## config.mk

```make
export PLATFORM = sky130hd
export DESIGN_NAME = ov7670_tx_emulator
export DESIGN_NICKNAME = d
export VERILOG_FILES = /design/src/rtl/ov7670_pkg.sv /design/src/rtl/ov7670_pattern_gen.sv /design/src/rtl/ov7670_tx_emulator.sv
export SDC_FILE = /design/constraint.sdc
export NUM_CORES = 1
export LEC_CHECK = 0
export ABC_AREA = 1
export CAP_MARGIN = 20
export CORE_MARGIN = 4
export CORE_UTILIZATION = 50
export DETAILED_ROUTE_END_ITERATION = 10
export GPL_TIMING_DRIVEN = 0
export PLACE_DENSITY_LB_ADDON = 0.12
export SLEW_MARGIN = 10
export SYNTH_ARGS = -nofsm -noshare
export SYNTH_HDL_FRONTEND = slang
export SYNTH_SLANG_ARGS = --single-unit
```

## constraint.sdc

```tcl
create_clock -name i_clk -period 1.45 [get_ports i_clk]
set_input_delay 0.145 -clock i_clk [delete_from_list [all_inputs] [get_ports i_clk]]
set_output_delay 0.145 -clock i_clk [all_outputs]
set_load 0.02 [all_outputs]
```

## src/rtl/ov7670_pkg.sv

```systemverilog
// ============================================================================
// ov7670_pkg : shared state encoding, pattern codes, bar table, timing defaults
// Rev 1.0
// ============================================================================
`default_nettype none

package ov7670_pkg;

  typedef logic [2:0] state_t;

  localparam state_t ST_IDLE   = 3'd0;
  localparam state_t ST_VSYNC  = 3'd1;
  localparam state_t ST_VBACK  = 3'd2;
  localparam state_t ST_ACTIVE = 3'd3;
  localparam state_t ST_HBLANK = 3'd4;
  localparam state_t ST_VFRONT = 3'd5;

  localparam logic [1:0] PAT_BARS     = 2'd0;
  localparam logic [1:0] PAT_GRADIENT = 2'd1;
  localparam logic [1:0] PAT_CHECKER  = 2'd2;
  localparam logic [1:0] PAT_SOLID    = 2'd3;

  localparam int DEF_H_WIDTH    = 320;
  localparam int DEF_V_WIDTH    = 240;
  localparam int DEF_H_BLANK    = 144;
  localparam int DEF_VS_LINES   = 3;
  localparam int DEF_VB_LINES   = 17;
  localparam int DEF_VF_LINES   = 10;
  localparam int DEF_DATA_WIDTH = 8;

  // RGB565 colour bars: white, yellow, cyan, green, magenta, red, blue, black
  function automatic logic [15:0] bar_colour(input logic [2:0] idx);
    logic [15:0] c;
    case (idx)
      3'd0:    c = 16'hFFFF;
      3'd1:    c = 16'hFFE0;
      3'd2:    c = 16'h07FF;
      3'd3:    c = 16'h07E0;
      3'd4:    c = 16'hF81F;
      3'd5:    c = 16'hF800;
      3'd6:    c = 16'h001F;
      default: c = 16'h0000;
    endcase
    return c;
  endfunction

endpackage

`default_nettype wire

```

## src/rtl/ov7670_pattern_gen.sv

```systemverilog
// ============================================================================
// ov7670_pattern_gen : combinational (x, y, frame, pattern) -> RGB565 pixel
// Rev 1.0
// ============================================================================
`default_nettype none

module ov7670_pattern_gen
  import ov7670_pkg::*;
#(
  parameter int H_WIDTH = DEF_H_WIDTH
) (
  input  logic [15:0] x_i,
  input  logic [7:2]  y_i,
  input  logic [4:0]  frame_i,
  input  logic [1:0]  pattern_i,
  output logic [15:0] pixel_o
);

  localparam int BAR_W = (H_WIDTH >= 8) ? (H_WIDTH / 8) : 1;

  logic [15:0] bar_idx_w;
  logic [2:0]  bar_sel_w;

  // Clamp so any remainder columns past the eighth bar stay in the last bar
  assign bar_idx_w = x_i / 16'(BAR_W);
  assign bar_sel_w = (bar_idx_w > 16'd7) ? 3'd7 : bar_idx_w[2:0];

  always_comb begin
    pixel_o = 16'h0000;
    case (pattern_i)
      PAT_BARS:     pixel_o = bar_colour(bar_sel_w);
      PAT_GRADIENT: pixel_o = {x_i[7:3], y_i[7:2], frame_i};
      PAT_CHECKER:  pixel_o = (x_i[4] ^ y_i[4]) ? 16'hFFFF : 16'h0000;
      default:      pixel_o = bar_colour(frame_i[2:0]);
    endcase
  end

endmodule

`default_nettype wire

```

## src/rtl/ov7670_tx_emulator.sv

```systemverilog
// ============================================================================
// ov7670_tx_emulator : OV7670-style VS/HREF/PCLK/RGB565 test-pattern source
// Rev 1.0
// ============================================================================
`default_nettype none

module ov7670_tx_emulator
  import ov7670_pkg::*;
#(
  parameter int H_WIDTH    = DEF_H_WIDTH,
  parameter int V_WIDTH    = DEF_V_WIDTH,
  parameter int H_BLANK    = DEF_H_BLANK,
  parameter int VS_LINES   = DEF_VS_LINES,
  parameter int VB_LINES   = DEF_VB_LINES,
  parameter int VF_LINES   = DEF_VF_LINES,
  parameter int DATA_WIDTH = DEF_DATA_WIDTH
) (
  input  logic                  i_clk,
  input  logic                  i_reset,
  input  logic                  i_enable,
  input  logic [1:0]            i_pattern,
  output logic                  o_PCLK,
  output logic                  o_VS,
  output logic                  o_HS,
  output logic [DATA_WIDTH-1:0] o_DATA,
  output logic                  o_frame_done,
  output logic                  o_busy
);

  localparam int LINE_LEN = 2 * H_WIDTH + H_BLANK;
  localparam int ACT_LEN  = 2 * H_WIDTH;
  localparam int V_MAX_A  = (V_WIDTH > VS_LINES) ? V_WIDTH : VS_LINES;
  localparam int V_MAX_B  = (VB_LINES > VF_LINES) ? VB_LINES : VF_LINES;
  localparam int V_MAX    = (V_MAX_A > V_MAX_B) ? V_MAX_A : V_MAX_B;
  localparam int HC_W     = (LINE_LEN > 1) ? $clog2(LINE_LEN) : 1;
  localparam int VC_W     = (V_MAX > 1) ? $clog2(V_MAX) : 1;

  localparam logic [HC_W-1:0] HC_LAST     = HC_W'(LINE_LEN - 1);
  localparam logic [HC_W-1:0] HC_ACT_LAST = HC_W'(ACT_LEN - 1);
  localparam logic [HC_W-1:0] HC_ONE      = HC_W'(1);
  localparam logic [VC_W-1:0] VC_ONE      = VC_W'(1);
  localparam logic [VC_W-1:0] VS_LAST     = VC_W'(VS_LINES - 1);
  localparam logic [VC_W-1:0] VB_LAST     = VC_W'(VB_LINES - 1);
  localparam logic [VC_W-1:0] VA_LAST     = VC_W'(V_WIDTH - 1);
  localparam logic [VC_W-1:0] VF_LAST     = VC_W'(VF_LINES - 1);

  state_t            state_q,      state_d;
  logic [HC_W-1:0]   hcnt_q,       hcnt_d;
  logic [VC_W-1:0]   vcnt_q,       vcnt_d;
  logic [1:0]        pattern_q,    pattern_d;
  logic [7:0]        frame_cnt_q,  frame_cnt_d;
  logic              frame_done_q, frame_done_d;
  logic              pclk_q;

  logic              tick_w;
  logic              line_end_w;
  logic [15:0]       pixel_w;
  logic [7:0]        byte_w;

  assign tick_w     = pclk_q;
  assign line_end_w = (hcnt_q == HC_LAST);

  // hcnt runs one full line time in every state; in ACTIVE it is the byte index
  always_comb begin
    state_d      = state_q;
    hcnt_d       = hcnt_q;
    vcnt_d       = vcnt_q;
    pattern_d    = pattern_q;
    frame_cnt_d  = frame_cnt_q;
    frame_done_d = 1'b0;
    if (tick_w) begin
      hcnt_d = line_end_w ? '0 : hcnt_q + HC_ONE;
      case (state_q)
        ST_IDLE: begin
          hcnt_d = '0;
          if (i_enable) begin
            state_d   = ST_VSYNC;
            pattern_d = i_pattern;
            vcnt_d    = '0;
          end
        end
        ST_VSYNC: begin
          if (line_end_w) begin
            if (vcnt_q == VS_LAST) begin
              state_d = ST_VBACK;
              vcnt_d  = '0;
            end else begin
              vcnt_d = vcnt_q + VC_ONE;
            end
          end
        end
        ST_VBACK: begin
          if (line_end_w) begin
            if (vcnt_q == VB_LAST) begin
              state_d = ST_ACTIVE;
              vcnt_d  = '0;
            end else begin
              vcnt_d = vcnt_q + VC_ONE;
            end
          end
        end
        ST_ACTIVE: begin
          if (hcnt_q == HC_ACT_LAST) begin
            state_d = ST_HBLANK;
          end
        end
        ST_HBLANK: begin
          if (line_end_w) begin
            if (vcnt_q == VA_LAST) begin
              state_d = ST_VFRONT;
              vcnt_d  = '0;
            end else begin
              state_d = ST_ACTIVE;
              vcnt_d  = vcnt_q + VC_ONE;
            end
          end
        end
        ST_VFRONT: begin
          if (line_end_w) begin
            if (vcnt_q == VF_LAST) begin
              frame_done_d = 1'b1;
              frame_cnt_d  = frame_cnt_q + 8'd1;
              vcnt_d       = '0;
              if (i_enable) begin
                state_d   = ST_VSYNC;
                pattern_d = i_pattern;
              end else begin
                state_d = ST_IDLE;
              end
            end else begin
              vcnt_d = vcnt_q + VC_ONE;
            end
          end
        end
        default: begin
          state_d = ST_IDLE;
          hcnt_d  = '0;
          vcnt_d  = '0;
        end
      endcase
    end
  end

  always_ff @(posedge i_clk or posedge i_reset) begin
    if (i_reset) begin
      pclk_q       <= 1'b0;
      state_q      <= ST_IDLE;
      hcnt_q       <= '0;
      vcnt_q       <= '0;
      pattern_q    <= 2'd0;
      frame_cnt_q  <= 8'd0;
      frame_done_q <= 1'b0;
    end else begin
      pclk_q       <= ~pclk_q;
      state_q      <= state_d;
      hcnt_q       <= hcnt_d;
      vcnt_q       <= vcnt_d;
      pattern_q    <= pattern_d;
      frame_cnt_q  <= frame_cnt_d;
      frame_done_q <= frame_done_d;
    end
  end

  ov7670_pattern_gen #(
    .H_WIDTH (H_WIDTH)
  ) u_pattern_gen (
    .x_i       (16'(hcnt_q >> 1)),
    .y_i       (6'(vcnt_q >> 2)),
    .frame_i   (frame_cnt_q[4:0]),
    .pattern_i (pattern_q),
    .pixel_o   (pixel_w)
  );

  // Even byte index carries the high half of the RGB565 word
  assign byte_w = hcnt_q[0] ? pixel_w[7:0] : pixel_w[15:8];

  assign o_PCLK       = pclk_q;
  assign o_VS         = (state_q == ST_VSYNC);
  assign o_HS         = (state_q == ST_ACTIVE);
  assign o_DATA       = (state_q == ST_ACTIVE) ? DATA_WIDTH'(byte_w) : '0;
  assign o_frame_done = frame_done_q;
  assign o_busy       = (state_q != ST_IDLE);

endmodule

`default_nettype wire

```

* Word-level counts from Yosys, hierarchy flattened
Index checks and enable logic that the tools add are counted.
** Storage, ports and cells
- Bits of input ports :: 5
- Register bits :: 33
- Logic and storage cells :: 99
- Output and inout port bits :: 13
** Cells by class
- Add/sub/neg operators :: 3
- Order comparisons :: 1
- Eq/ne operators :: 34
- Multiplexer cells :: 39
- Bitwise gates (word level) :: 3
- Reductions and logical operators :: 11
- Div/mod/pow operators :: 1
** Operator list (number)
- 16-bit case mux with 7 select lines :: 2
- 8-bit 2-to-1 mux :: 11
- 16-bit case mux with 3 select lines :: 1
- 8-bit case mux with 6 select lines :: 1
- 3-bit 2-to-1 mux :: 11
- 3-bit == test, second input constant :: 8
- 10-bit == test, second input constant :: 2
- 10-bit 2-to-1 mux :: 2
- 3-bit by 2-bit == test with 1-bit output, second input constant :: 6
- 3-bit case mux with 6 select lines :: 1
- 8-bit by 1-bit adder with 8-bit output, second input constant :: 2
- 9-bit by 6-bit divider with 16-bit output, second input constant :: 1
- 16-bit by 3-bit > comparator with 1-bit output, second input constant :: 1
- 16-bit 2-to-1 mux :: 1
- 2-bit inequality test, second input constant :: 6
- 10-bit by 1-bit adder with 10-bit output, second input constant :: 1
- 10-bit AND reduction :: 1
- 3-bit by 1-bit == test with 1-bit output, second input constant :: 3
- 3-bit logical NOT :: 3
- 8-bit by 2-bit == test with 1-bit output, second input constant :: 1
- 8-bit by 4-bit == test with 1-bit output, second input constant :: 1
- 8-bit by 5-bit == test with 1-bit output, second input constant :: 1
- 8-bit == test, second input constant :: 1
- 4-bit AND reduction :: 2
- other kinds (13) :: 22

* Logic depth before layout (Yosys ltp)
Gate-level depths: netlist of run 1.
- Word-level depth :: 8
- Mapped depth :: 14
- Depth with buffers taken out :: 14

* Hierarchy
Synthesis of run 1 repeated with hierarchy kept, for this count alone.
** Second synthesis, totals
- Cells, all modules :: 574
- Area, all modules :: 3505.9 um^2
** Modules (own cells, without submodules)
- ov7670_tx_emulator :: sequential area each 750.7 um^2, cells each 331, times used 1, area each 2208.4 um^2
- ov7670_pattern_gen :: sequential area each 0.0 um^2, cells each 243, times used 1, area each 1297.5 um^2

* Worst setup path after synthesis of run 1
No wires, ideal clock.
- Path type :: register to output
- Start point :: register hcnt_q[7]
- End point :: output o_DATA[0]
- Arrival time :: 1.661 ns
- Setup slack :: -0.356 ns
- Required time :: 1.305 ns
- Path buffers :: 0
- Cell stages (with the launch flop) :: 14
- Cells stage by stage :: dfrtp_1 -> inv_2 -> nand3_2 -> nand2_1 -> nand3_1 -> nand3_2 -> nand2_1 -> nand2_1 -> nand2_1 -> nand2_1 -> nand3_2 -> nand2_1 -> nand2_1 -> a21oi_1
** On the way
- Longest elaborated chain between the ends :: 8
- Elaborated cells on any way between the ends :: 14
- Those cells by class :: div: 1; order compare: 1; eq/ne: 6; mux: 5; reduce/logical: 1
** RTL lines
- start: declaration :: line ov7670_tx_emulator.sv:48 : logic [HC_W-1:0] hcnt_q, hcnt_d;
- start signal: assignment :: line ov7670_tx_emulator.sv:156 : hcnt_q <= hcnt_d;
- 9-bit by 6-bit divider with 16-bit output * :: line ov7670_pattern_gen.sv:25 : assign bar_idx_w = x_i / 16'(BAR_W);
- 16-bit by 3-bit > comparator with 1-bit output :: line ov7670_pattern_gen.sv:26 : assign bar_sel_w = (bar_idx_w > 16'd7) ? 3'd7 : bar_idx_w[2:0];
- 3-bit 2-to-1 mux * :: line ov7670_pattern_gen.sv:26
- 3-bit == test (tied with other cells) :: line ov7670_pkg.sv:34 : case (idx)
- 16-bit case mux with 7 select lines * :: line ov7670_pkg.sv:34
- 16-bit case mux with 3 select lines * :: line ov7670_pattern_gen.sv:30 : case (pattern_i)
- 8-bit 2-to-1 mux * :: line ov7670_tx_emulator.sv:175 : assign byte_w = hcnt_q[0] ? pixel_w[7:0] : pixel_w[15:8];
- 8-bit 2-to-1 mux * :: line ov7670_tx_emulator.sv:180 : assign o_DATA = (state_q == ST_ACTIVE) ? DATA_WIDTH'(byte_w) : '0;
- end: declaration :: line ov7670_tx_emulator.sv:25 : output logic [DATA_WIDTH-1:0] o_DATA,
Mark *: on every way between the ends. The rest lies on a longest branch, timed or not.

* Worst setup path after layout of run 1
- Start point :: register hcnt_q[7]
- End point :: output o_DATA[2]
The elaborated chain is that of the path after synthesis.

==> metrics list, run 1 <==
- Of the cells placed in the final design, the portion with a size suffix greater than 1 is 0.4359.
- Setup repair after global routing missed its margin: true
- Initial Utilization: 0.5248
- Post-DR wirelength/cell: 15.56 µm
* Cell Area, Synth: 2332 µm²
- The smallest clock period supported by the final layout is computed as 2.233 ns.
- Count of input and output buffers: 17
- In the global route stage, met1 resource usage came out at 0.3083.
- Post-synthesis sequential area ratio: 0.3219
- Layout overhead on the synthesized area: 46.62%
- The tool flagged a number of max-cap violations equal to 0.
- Setup skew after layout: 0.002915 ns
- For met2 alone, demand over resource in global routing was 0.4086.
- Total power for the finished layout comes to 1580 µW.
- Number of antenna violations at the first check in global routing: 0
- Headroom to the max-slew limit came out at 0.5495.
* Multi-input logic area: 1864 µm²
- Share of synthesized flip-flops with an asynchronous set or reset: 1.000
* Setup WS post-layout: -0.7828 ns
* Final critical-path share of the clock period: 1.540
* CP dominant cell by count: sky130_fd_sc_hd__nand2_2
* Failing checks: negative setup slack
* Insertion delay to the later sink of the worst-skew pair: 0.28 ns
- Vias in the first global route: 2293
* Most used flip-flop cell after synthesis: sky130_fd_sc_hd__dfrtp_1
- Number of vias after detailed routing: 2516
- STA classifies the critical path startpoint as a flop.
- Layout Nets: 404
- DRC violations left: 0
* Worst-margin pin slew: 0.6750 ns
* Library cell contributing the largest single delay on the critical path: sky130_fd_sc_hd__dfrtp_2
- Data on the critical path arrives at its endpoint at 2.09 ns.
- Worst hold margin: 0.2618 ns
* Fill cell total of the finished layout: 313
* Pin count of the biggest net entering global routing: 17
- The synthesized design spends more area on one cell type than any other, namely sky130_fd_sc_hd__dfrtp_1.
- Pin placement for this block handled 18 I/O pins.
- Power density over the cells: 462.0 nW/µm²
* Path category of the worst min-delay check: input port to asynchronous set/reset pin
- After routing the design area is 3420 µm².
- Number of unique standard cell types used by synthesis: 39
* DPL Wire Length: 4.358 mm
- Summed over all layers, the global routing overflow is 0.
- met2 is the most crowded layer.
- In the global route stage, met3 resource usage came out at 0.02955.
* Clock transition time at the flip-flop clock pins of the worst setup and hold paths: 0.07 ns
* Root buffer selected by CTS: sky130_fd_sc_hd__clkbuf_8
- The count of cells in the finished layout, fillers not included, comes to 442.
* Floorplan die width: 76.30 µm
* Critical path data required time: 1.31 ns
* Max rail drop VDD: 0.0005837 V
* Setup violations, final: 36
- Antenna diode count: 0
* Wire length of the first global-routing pass: 11.10 mm
- In this run the static leakage power is 0.001534 µW.
- Setup total negative slack on the finished layout was measured at -12.15 ns.
- Buffers inserted during clock tree synthesis total 5.
* Number of synthesized register bits: 30
- Area of the die: 5821 µm²
* Last weighted congestion value of the routability-driven placer: 0.9189
* CP cell instances: clkinv_4 -> a21oi_4 -> nand3_2 -> nand3_2 -> nand2_4 -> nand2_1 -> nand2_1 -> nand2_2 -> nand3_4 -> nand2_2 -> nand2_2 -> a21oi_4 -> buf_6
- The longest clock path from root to sink contains 2 buffers.
- Cell types with the largest area share after synthesis: sky130_fd_sc_hd__dfrtp_1 (32%), sky130_fd_sc_hd__nand2_1 (15%), sky130_fd_sc_hd__a21oi_1 (5.8%)
* Deepest level of the CTS H-tree: 2
- Once placement finished, the instance area stood at 2760 µm².
* Count of TritonRoute iterations in the first routing pass: 5
* Site row count: 24
- The detail route stage leaves a number of antenna-violating nets equal to 0.
- DR vias/cell: 5.692
* Number of placed instances, taps included: 409
* Average size of a mapped cell: 6.880 µm²
- The count of pins over their slew limit is 0.
- Along the worst path, the maximum fanout reaches 6.
- The setup path with the least slack is of type flop to output port.
- Sort of element at the end of the critical path: output port
* First element of the critical path: hcnt_q[7]
* Drt initial violations: 167
* R2r startpoint: hcnt_q[7]
- Largest stage delay, worst path: 0.46 ns
* Post-synthesis cell count: 339
- The share of synthesized area in the top cell type comes to 0.3219.
- During synthesis, Yosys emitted a total of 0 warnings.
- The clock drives 30 sinks.
- Synthesized Nets: 354
* Count of flip-flops with a built-in enable after synthesis: 0
- Final Routed Wirelength: 6.877 mm
- Summing all flip-flop and latch instances after layout gives 757.0 µm².
- For this run, the total global-route usage over all layers was measured as 0.2345.
- Core area: 4444 µm²
- Result of the run: complete, but fails checks
- Timing would allow up to 0.4479 GHz.
- The die is 76.30 µm tall.
- TritonCTS clock tree: built
* Final Hold Fails: 0
per-stage QoR:
step / setup WS (ns) / utilization
3_3_place_gp: -0.9501 / 0.6149
4_1_cts: -0.7129 / 0.7193
5_1_grt: -0.9110 / 0.7694
3_5_place_dp: -0.9675 / 0.6211
2_1_floorplan: -0.2200 / -
6_report: -0.7828 / 0.7694
report_power, final:
| group | total (µW) | internal, µW | switching (µW) |
|---|---|---|---|
| clock network | 703 | 387 | 316 |
| registers | 837 | 837 | 0 |
| logic | 40.0 | 17.5 | 22.5 |
| total | 1580 | 1240 | 339 |
final timing paths:
check | end | slack (ns) | depth (start not counted)
min in group i_clk | pattern_q[0] | 0.49 | 3
worst min register to register | frame_cnt_q[4] | 0.49 | 1
worst max-delay path | o_DATA[2] | -0.78 | 13
worst max register to register | vcnt_q[3] | -0.39 | 10
worst min-delay path | hcnt_q[2] | 0.26 | 2
max in group asynchronous | state_q[1] | 0.67 | 3
layout by cell type, fill, tap and decap left out, types with 7 or more instances in the layout:
| cell type | instances |
|---|---|
| sky130_fd_sc_hd__buf_6 | 13 |
| sky130_fd_sc_hd__inv_1 | 23 |
| sky130_fd_sc_hd__nand2_2 | 23 |
| sky130_fd_sc_hd__o21ai_1 | 8 |
| sky130_fd_sc_hd__nand3_2 | 7 |
| sky130_fd_sc_hd__inv_2 | 16 |
| sky130_fd_sc_hd__o21ai_0 | 10 |
| sky130_fd_sc_hd__nor3_2 | 7 |
| sky130_fd_sc_hd__dfrtp_1 | 25 |
| sky130_fd_sc_hd__nand2_4 | 8 |
| sky130_fd_sc_hd__ha_1 | 7 |
| sky130_fd_sc_hd__nand2_1 | 62 |
| sky130_fd_sc_hd__a21oi_4 | 9 |
| sky130_fd_sc_hd__buf_4 | 24 |
| sky130_fd_sc_hd__nand4_1 | 7 |
| sky130_fd_sc_hd__nor2_1 | 18 |
| sky130_fd_sc_hd__nand3_1 | 11 |
| sky130_fd_sc_hd__a21oi_1 | 19 |
metal layers:
| layer | part of all wire | wire (µm) |
|---|---|---|
| met3 | 0.037 | 254 |
| met2 | 0.50 | 3472 |
| met4 | 0.011 | 79 |
| met5 | 0 | 0 |
| met1 | 0.45 | 3070 |
logic make-up (layout without fill, tap and decap cells):
group,after synthesis,in the layout,synth area share
adders and majority gates,10,10,0.05365
AOI/OAI and AO/OA,65,65,0.1588
buffers and inverters,54,105,0.09174
xor gates and xnor gates,6,6,0.02253
DFF,30,30,0.3219
and+or+nand+nor,173,173,0.3466
muxes,1,1,0.004828
synth_stat cells, types with 3 or more instances:
library cell               n
sky130_fd_sc_hd__o21ai_0  20
sky130_fd_sc_hd__nand4_1   7
sky130_fd_sc_hd__o21ai_1   4
sky130_fd_sc_hd__dfrtp_1  30
sky130_fd_sc_hd__nand2_1  91
sky130_fd_sc_hd__a21oi_1  27
sky130_fd_sc_hd__nor2_1   26
sky130_fd_sc_hd__xor2_1    4
sky130_fd_sc_hd__buf_2     3
sky130_fd_sc_hd__ha_1     10
sky130_fd_sc_hd__nor3_1   13
sky130_fd_sc_hd__nand3_2   4
sky130_fd_sc_hd__nand3_1  19
sky130_fd_sc_hd__inv_2    12
sky130_fd_sc_hd__inv_1    35
sequential cells by signal, indices dropped and copies added, names as in the netlist:
name and cells:
o_frame_done 1, hcnt_q 10, frame_cnt_q 5, pattern_q 2, o_PCLK 1, vcnt_q 8, state_q 3
cell type report:
type                       count  share of cell area
tap                           52             0.01903
inverter                      49             0.06147
sequential                    30              0.2214
buffer                         5             0.01134
timing repair buffer          43              0.1153
clock buffer                   8             0.02634
multi-input combinational    255              0.5452
critical path: cells and delay by family (launching register included):
family	cells	cell delay, ns
buffers and inverters	2	0.25
AND/OR/NAND/NOR	9	0.75
flip-flops	1	0.46
AO/OA/AOI/OAI	2	0.33
timing repair:
| action | 4_1_cts | 5_1_grt |
|---|---|---|
| pin swaps | 17 | 28 |
| setup buffers | 24 | 2 |
| hold buffers | 0 | 0 |
| setup endpoints to repair | 38 | 38 |
| gates resized for setup | 102 | 67 |
(Power assumes the default switching activity.)
==> run 2: changes to the inputs <==
--- a/config.mk
+++ b/config.mk
@@ -12,6 +12,7 @@
 export DETAILED_ROUTE_END_ITERATION = 10
 export GPL_TIMING_DRIVEN = 0
 export PLACE_DENSITY_LB_ADDON = 0.12
+export RECOVER_POWER = 100
 export SLEW_MARGIN = 10
 export SYNTH_ARGS = -nofsm -noshare
 export SYNTH_HDL_FRONTEND = slang
==> metrics list, run 2 (synthesized netlist as in run 1, its figures left out) <==
- Of the cells placed in the final design, the portion with a size suffix greater than 1 is 0.4333.
* Share of total power in sequential cells: 0.533
* Count of input and output buffers: 17
- Final-report max-slew violation count: 0
* Internal power: 1234 µW
- The final reports fail on negative setup slack.
* Power density over the cells: 462.4 nW/µm²
- In this run the static leakage power is 0.001520 µW.
* Fill cell total of the finished layout: 317
- In the global route stage, overall resource usage came out at 0.2345.
- The share of total power dissipated in the clock network is 0.447.
* Number of cells on the worst reg-to-reg path: 5
* CP dominant cell by count: sky130_fd_sc_hd__nand2_2
- Global-route congestion overflow total: 0
- The repair_antennas step left the layout with diodes totalling 0.
* Worst setup path category: flop to output port
- After clock tree synthesis, the clock-pin slew on the worst setup and hold paths is 0.07 ns.
- Reg2reg setup slack: -0.45 ns
- Number of top-level design ports: 18
- STA classifies the critical path startpoint as a flop.
- Period minus WS final: 2.233 ns
* Floorplan die width: 76.30 µm
* Commonest cells after routing, fill and taps aside: sky130_fd_sc_hd__nand2_1 (62), sky130_fd_sc_hd__dfrtp_1 (26), sky130_fd_sc_hd__buf_4 (24), sky130_fd_sc_hd__nand2_2 (23), sky130_fd_sc_hd__inv_1 (23)
- Path category of the worst min-delay check: input port to asynchronous set/reset pin
- For this design, the slowest cell found on the critical path is sky130_fd_sc_hd__dfrtp_2.
- At the pin with the least slew margin, the transition time is 0.5752 ns.
* Total negative setup slack: -13.38 ns
- The number of clock buffers added by TritonCTS is 5.
* End point of the critical path: o_DATA[0]
- The floorplan step defined a die boundary enclosing 5821 µm².
- Pin count of the biggest net entering global routing: 17
* Combined flip-flop and latch cell area: 755.7 µm²
- Switching Fraction: 0.2141
- Deepest level of the CTS H-tree: 2
- DRC violations left: 0
- Largest stage delay, worst path: 0.46 ns
- Worst hold margin: 0.3554 ns
* Most common cell after layout, fill and taps aside: sky130_fd_sc_hd__nand2_1
- The register with the most flip-flops in the layout has 10 of them.
- The cell sitting at the root of the clock tree is a sky130_fd_sc_hd__clkbuf_8.
- After detailed routing, the total wire length is 6.883 mm.
* Last weighted congestion value of the routability-driven placer: 0.9189
* First element of the critical path: hcnt_q[7]
* Critical path data required time: 1.31 ns
* Layout overhead on the synthesized area: 45.60%
- In this run the remaining antenna-violating nets after routing total 0.
* Final critical-path share of the clock period: 1.540
* Sort of element at the end of the critical path: output port
- The startpoint identified for the worst register-to-register timing path is o_PCLK.
* Insertion delay to the later sink of the worst-skew pair: 0.28 ns
- Setup violations, final: 37
- At the end of the flow, the number of nets in the layout was 404.
- CP cell instances: clkinv_4 -> a21oi_4 -> nand3_2 -> nand3_2 -> nand2_4 -> nand2_1 -> nand2_1 -> nand2_2 -> nand3_4 -> nand2_2 -> nand2_2 -> a21oi_4 -> buf_6
* Height of the chip: 76.30 µm
* Net Switching: 336.2 µW
- The tool flagged a number of max-cap violations equal to 0.
* Number of antenna violations at the first check in global routing: 0
- DPL Wire Length: 4.358 mm
- TritonCTS built the clock tree.
* Initial Utilization: 0.5248
- The finished cells cover 3396 µm².
- The clock net in this run drives a total of 30 sinks.
* Drt initial violations: 166
- At the worst endpoint, the arrival time is 2.09 ns.
* Post-Place Cell Area: 2760 µm²
* Worst slew margin: 0.6161
- Vias in the first global route: 2293
- The floorplan has 24 rows.
- Setup skew after layout: 0.003645 ns
* Maximum clock path buffer count: 2
- Multi-input logic area: 1864 µm²
* Wire length of the first global-routing pass: 11.10 mm
- The first TritonRoute pass finished after 5 iterations.
* # hold bufs at CTS: 0
- Setup repair after global routing missed its margin: true
* Core area: 4444 µm²
- Max rail drop VDD: 0.0005832 V
- Result of the run: complete, but fails checks
* Max FO, Critical Path: 6
- Summing over every cut layer, the via total after detailed routing is 2510.
- Counting flops per register, the top entry is hcnt_q.
- In the final layout, the registers with the most flip-flops are hcnt_q: 10 flops, vcnt_q: 8 flops, frame_cnt_q: 5 flops.
- Final Hold Fails: 0
- In the routed layout, each cell is associated on average with a via count of 5.679.
- Timing would allow up to 0.4479 GHz.
- The endpoint identified for the worst register-to-register timing path is frame_cnt_q[4].
- Share of power burned in combinational logic: 0.020
- Post-DR wirelength/cell: 15.57 µm
* Setup WS post-layout: -0.7829 ns
* Total power draw: 1570 µW
run 2: cell types whose count changed in the layout (fill, tap and decap cells not counted), sizes merged:
cell / previous run / this run
buf: 40 / 38
clkbuf: 10 / 12
clkdlybuf4s50: 6 / 5
clkinv: 3 / 2
clkinvlp: 0 / 1
dlygate4sd3: 0 / 1
run 2: worst min path at each step:
stage	to	slack [ns]	depth (start not counted)
6_report	hcnt_q[2]	0.36	2
5_1_grt	hcnt_q[2]	0.41	2
4_1_cts	hcnt_q[2]	0.29	2
3_5_place_dp	frame_cnt_q[4]	0.48	1
3_3_place_gp	frame_cnt_q[4]	0.47	1
2_1_floorplan	frame_cnt_q[0]	0.24	1
run 2: repair_timing:
action	in CTS	in global routing
resized for setup	102	67
endpoints found under the hold margin	0	0
pin swaps	17	28
endpoints found under the setup margin	38	38
setup buffers	24	2
run 2: final cells by class:
type	count	share of cell area
Sequential cell	30	0.2225
Clock buffer	8	0.02653
Inverter	49	0.06190
Tap cell	52	0.01916
Timing Repair Buffer	43	0.1094
Multi-Input combinational cell	255	0.5490
Buffer	5	0.01142
run 2: per-layer routing:
layer / wire length [µm] / GRT usage / vias up
met5: 0 / 0 / -
met4: 95 / 0.05616 / 0
met3: 322 / 0.02955 / 14
met2: 3466 / 0.4086 / 88
met1: 2999 / 0.3083 / 1176
li1: - / - / 1232
run 2: through the flow:
stage / std cells / worst slack [ns] / utilization
floorplan: 339 / -0.2200 / -
global placement: 408 / -0.9501 / 0.6149
detailed placement: 409 / -0.9675 / 0.6211
CTS: 441 / -0.7129 / 0.7193
global route: 442 / -0.9110 / 0.7641
finish: 442 / -0.7829 / 0.7641
run 2: power groups by stage:
stage	combinational (µW)	sequential (µW)	clock, µW
floorplan	13.1	852	0
global placement	30.7	852	0
detailed placement	40.9	852	0
CTS	41.6	837	713
global route	36.0	836	764
finish	31.3	837	702
run 2: worst max-delay path: cells and delay by family, from the launching register on:
kind | cells | cell delay [ns]
buf+inv | 2 | 0.25
compound gates | 2 | 0.32
simple gates | 9 | 0.78
flops | 1 | 0.46
==> run 3: changes to the inputs <==
--- a/config.mk
+++ b/config.mk
@@ -13,7 +13,7 @@
 export GPL_TIMING_DRIVEN = 0
 export PLACE_DENSITY_LB_ADDON = 0.12
 export RECOVER_POWER = 100
-export SLEW_MARGIN = 10
+export REMOVE_ABC_BUFFERS = 1
 export SYNTH_ARGS = -nofsm -noshare
 export SYNTH_HDL_FRONTEND = slang
 export SYNTH_SLANG_ARGS = --single-unit
==> metrics list, run 3 (synthesized netlist as in run 1, its figures left out) <==
- The share of total power dissipated in combinational logic is 0.020.
* Reg2reg setup slack: -0.57 ns
- Number of antenna violations at the first check in global routing: 0
* DR vias/cell: 5.794
- Summing all multi-input logic gate instances after layout gives 1607 µm².
- Worst-margin pin slew: 0.6373 ns
- The via count of the first global-routing pass was 2322.
- Clock transition time at the flip-flop clock pins of the worst setup and hold paths: 0.07 ns
- Setup repair after global routing missed its margin: true
* Routed Antenna Nets: 0
- In this run the core area contains 24 standard-cell rows.
* DRC violations left: 0
- Period minus WS final: 2.242 ns
- The wire-length estimate of the detail-placed layout is 4.293 mm.
- Combined flip-flop and latch cell area: 758.2 µm²
- Reg-to-reg critical path endpoint: vcnt_q[3]
- STA classifies the critical path startpoint as a flop.
- The initial utilization of the core area, before any placement, comes to 0.5248.
- Clock tree sinks: 30
* CP top delay family: simple AND/OR/NAND/NOR gates
- Dividing the detail-routed wire length by the instance count gives 15.11 µm.
- Area of the die: 5821 µm²
- Overall routing resource usage: 0.2264
* Global-route congestion overflow total: 0
- The final reports fail on negative setup slack.
* CP cell instances: inv_4 -> nand3_4 -> nand2_4 -> nand2_4 -> nand2_1 -> nand2_2 -> nand2_4 -> nand3_2 -> nand2_2 -> inv_2 -> o21ai_1 -> nand2_1 -> a21oi_2 -> buf_6
- Critical path data required time: 1.31 ns
* Layout overhead on the synthesized area: 36.10%
- The layout has 356 filler cells.
* Number of non-filler instances in the completed layout: 446
- Height of the chip: 76.30 µm
- CP dominant cell by count: sky130_fd_sc_hd__nand2_4
* Number of top-level design ports: 18
- Cell internal power was estimated by the tool at 1230 µW.
* Deepest level of the CTS H-tree: 2
* Final critical-path share of the clock period: 1.546
* Share of total power in sequential cells: 0.533
- The tool flagged a number of max-cap violations equal to 0.
* Path category of the worst min-delay check: input port to asynchronous set/reset pin
- Leakage power summed over all cells: 0.001513 µW
* Library cell contributing the largest single delay on the critical path: sky130_fd_sc_hd__dfrtp_2
- Max FO, Critical Path: 6
- The first detailed-routing pass ran for 5 iterations.
* Commonest cells after routing, fill and taps aside: sky130_fd_sc_hd__nand2_1 (79), sky130_fd_sc_hd__buf_4 (32), sky130_fd_sc_hd__inv_1 (29), sky130_fd_sc_hd__dfrtp_1 (24), sky130_fd_sc_hd__nor2_1 (22)
- R2r startpoint: hcnt_q[1]
- Clock latency on the worst-skew pair, taken at its later pin, is 0.28 ns.
* Setup WS post-layout: -0.7916 ns
- Summed over all nets, the switching power comes to 341.5 µW.
* Root buffer selected by CTS: sky130_fd_sc_hd__clkbuf_8
* Setup skew after layout: 0.007188 ns
- STA classifies the critical path endpoint as an output port.
* Pin count of the biggest net entering global routing: 17
- Worst setup path category: flop to output port
* Antenna diode count: 0
- OpenSTA, run right after detailed placement, puts the worst setup slack at -1.062 ns.
- Largest stage delay, worst path: 0.48 ns
- The final layout contains routed wiring with a total length of 6.741 mm.
* Final Hold Fails: 0
* Result of the run: complete, but fails checks
- The register with the most flip-flops in the final layout is hcnt_q.
- Most common cell after layout, fill and taps aside: sky130_fd_sc_hd__nand2_1
* Largest registers: hcnt_q: 10 flops, vcnt_q: 8 flops, frame_cnt_q: 5 flops
* Count of input and output buffers: 17
- The critical path starts at hcnt_q[8].
* Number of cells on the worst reg-to-reg path: 11
- The congestion estimate from routability-driven global placement came to 0.9033.
* Number of placed instances, taps included: 404
- Core area: 4444 µm²
- Of the total power, the share spent switching nets is 0.2174.
- Layout cells sized above 1: 0.3477
- The number of clock buffers added by TritonCTS is 5.
- IR analysis of the VDD net gives a maximum drop of 0.0005359 V.
- Number of vias after detailed routing: 2584
- The register with the most flip-flops in the layout has 10 of them.
* Worst hold margin: 0.3782 ns
- Post-Route Utilization: 0.7142
- Data arrives at the worst endpoint at 2.10 ns.
- Setup violations, final: 37
- TritonCTS built the clock tree.
- The first global-routing pass estimated 10.84 mm of wire.
- The count of pins over their slew limit came to 0.
- Power spread over the standard cell area amounts to 495.0 nW/µm².
* Total power draw: 1571 µW
* Clock group share of total power: 0.448
- The first routing iteration left 180 violations.
- Worst path bufs/invs: 3
- Maximum clock path buffer count: 2
* Worst slew margin: 0.5747
- Timing would allow up to 0.4461 GHz.
* Layout Nets: 408
- The die is 76.30 µm wide.
[run 3: power groups by stage]
stage | combinational [µW] | clock, µW | sequential, µW
final | 30.8 | 704 | 837
after global routing | 35.5 | 762 | 836
after CTS | 40.1 | 718 | 837
after detailed placement | 40.1 | 0 | 852
after global placement | 30.4 | 0 | 853
after floorplan | 13.1 | 0 | 852
[run 3: area by class of cell]
class | instances | area share
well taps | 52 | 0.02050
flip-flops and latches | 30 | 0.2389
repair buffers | 52 | 0.1427
clock inverters | 1 | 0.001577
clock buffers | 7 | 0.02720
inverters | 49 | 0.06307
multi-input cells | 255 | 0.5061
[run 3: stage by stage]
step                      TNS, ns  area [µm²]
after global routing       -20.97        3174
final                      -15.86        3174
after global placement     -25.06        2537
after floorplan            -7.275        2302
after detailed placement   -23.21        2565
after CTS                  -11.77        3020
[run 3: layer usage]
metal,routed length [µm],part of all wire,track usage
met4,145,0.022,0.05616
met5,0,0,0
met1,2873,0.43,0.2854
met2,3414,0.51,0.4016
met3,308,0.046,0.03783
[run 3: repair_timing]
item | CTS | global route
endpoints found under the setup margin | 40 | 39
buffers inserted | 24 | 10
cloned | 0 | 0
hold buffers | 0 | 0
pin swaps | 7 | 21
gates resized for setup | 110 | 37
[run 3: how the worst max path moves through the flow]
stage,end,cells after the start
floorplan,o_DATA[0],13
global placement,o_DATA[1],14
detailed placement,o_DATA[1],14
CTS,o_DATA[0],15
global route,o_DATA[1],15
finish,o_DATA[5],14
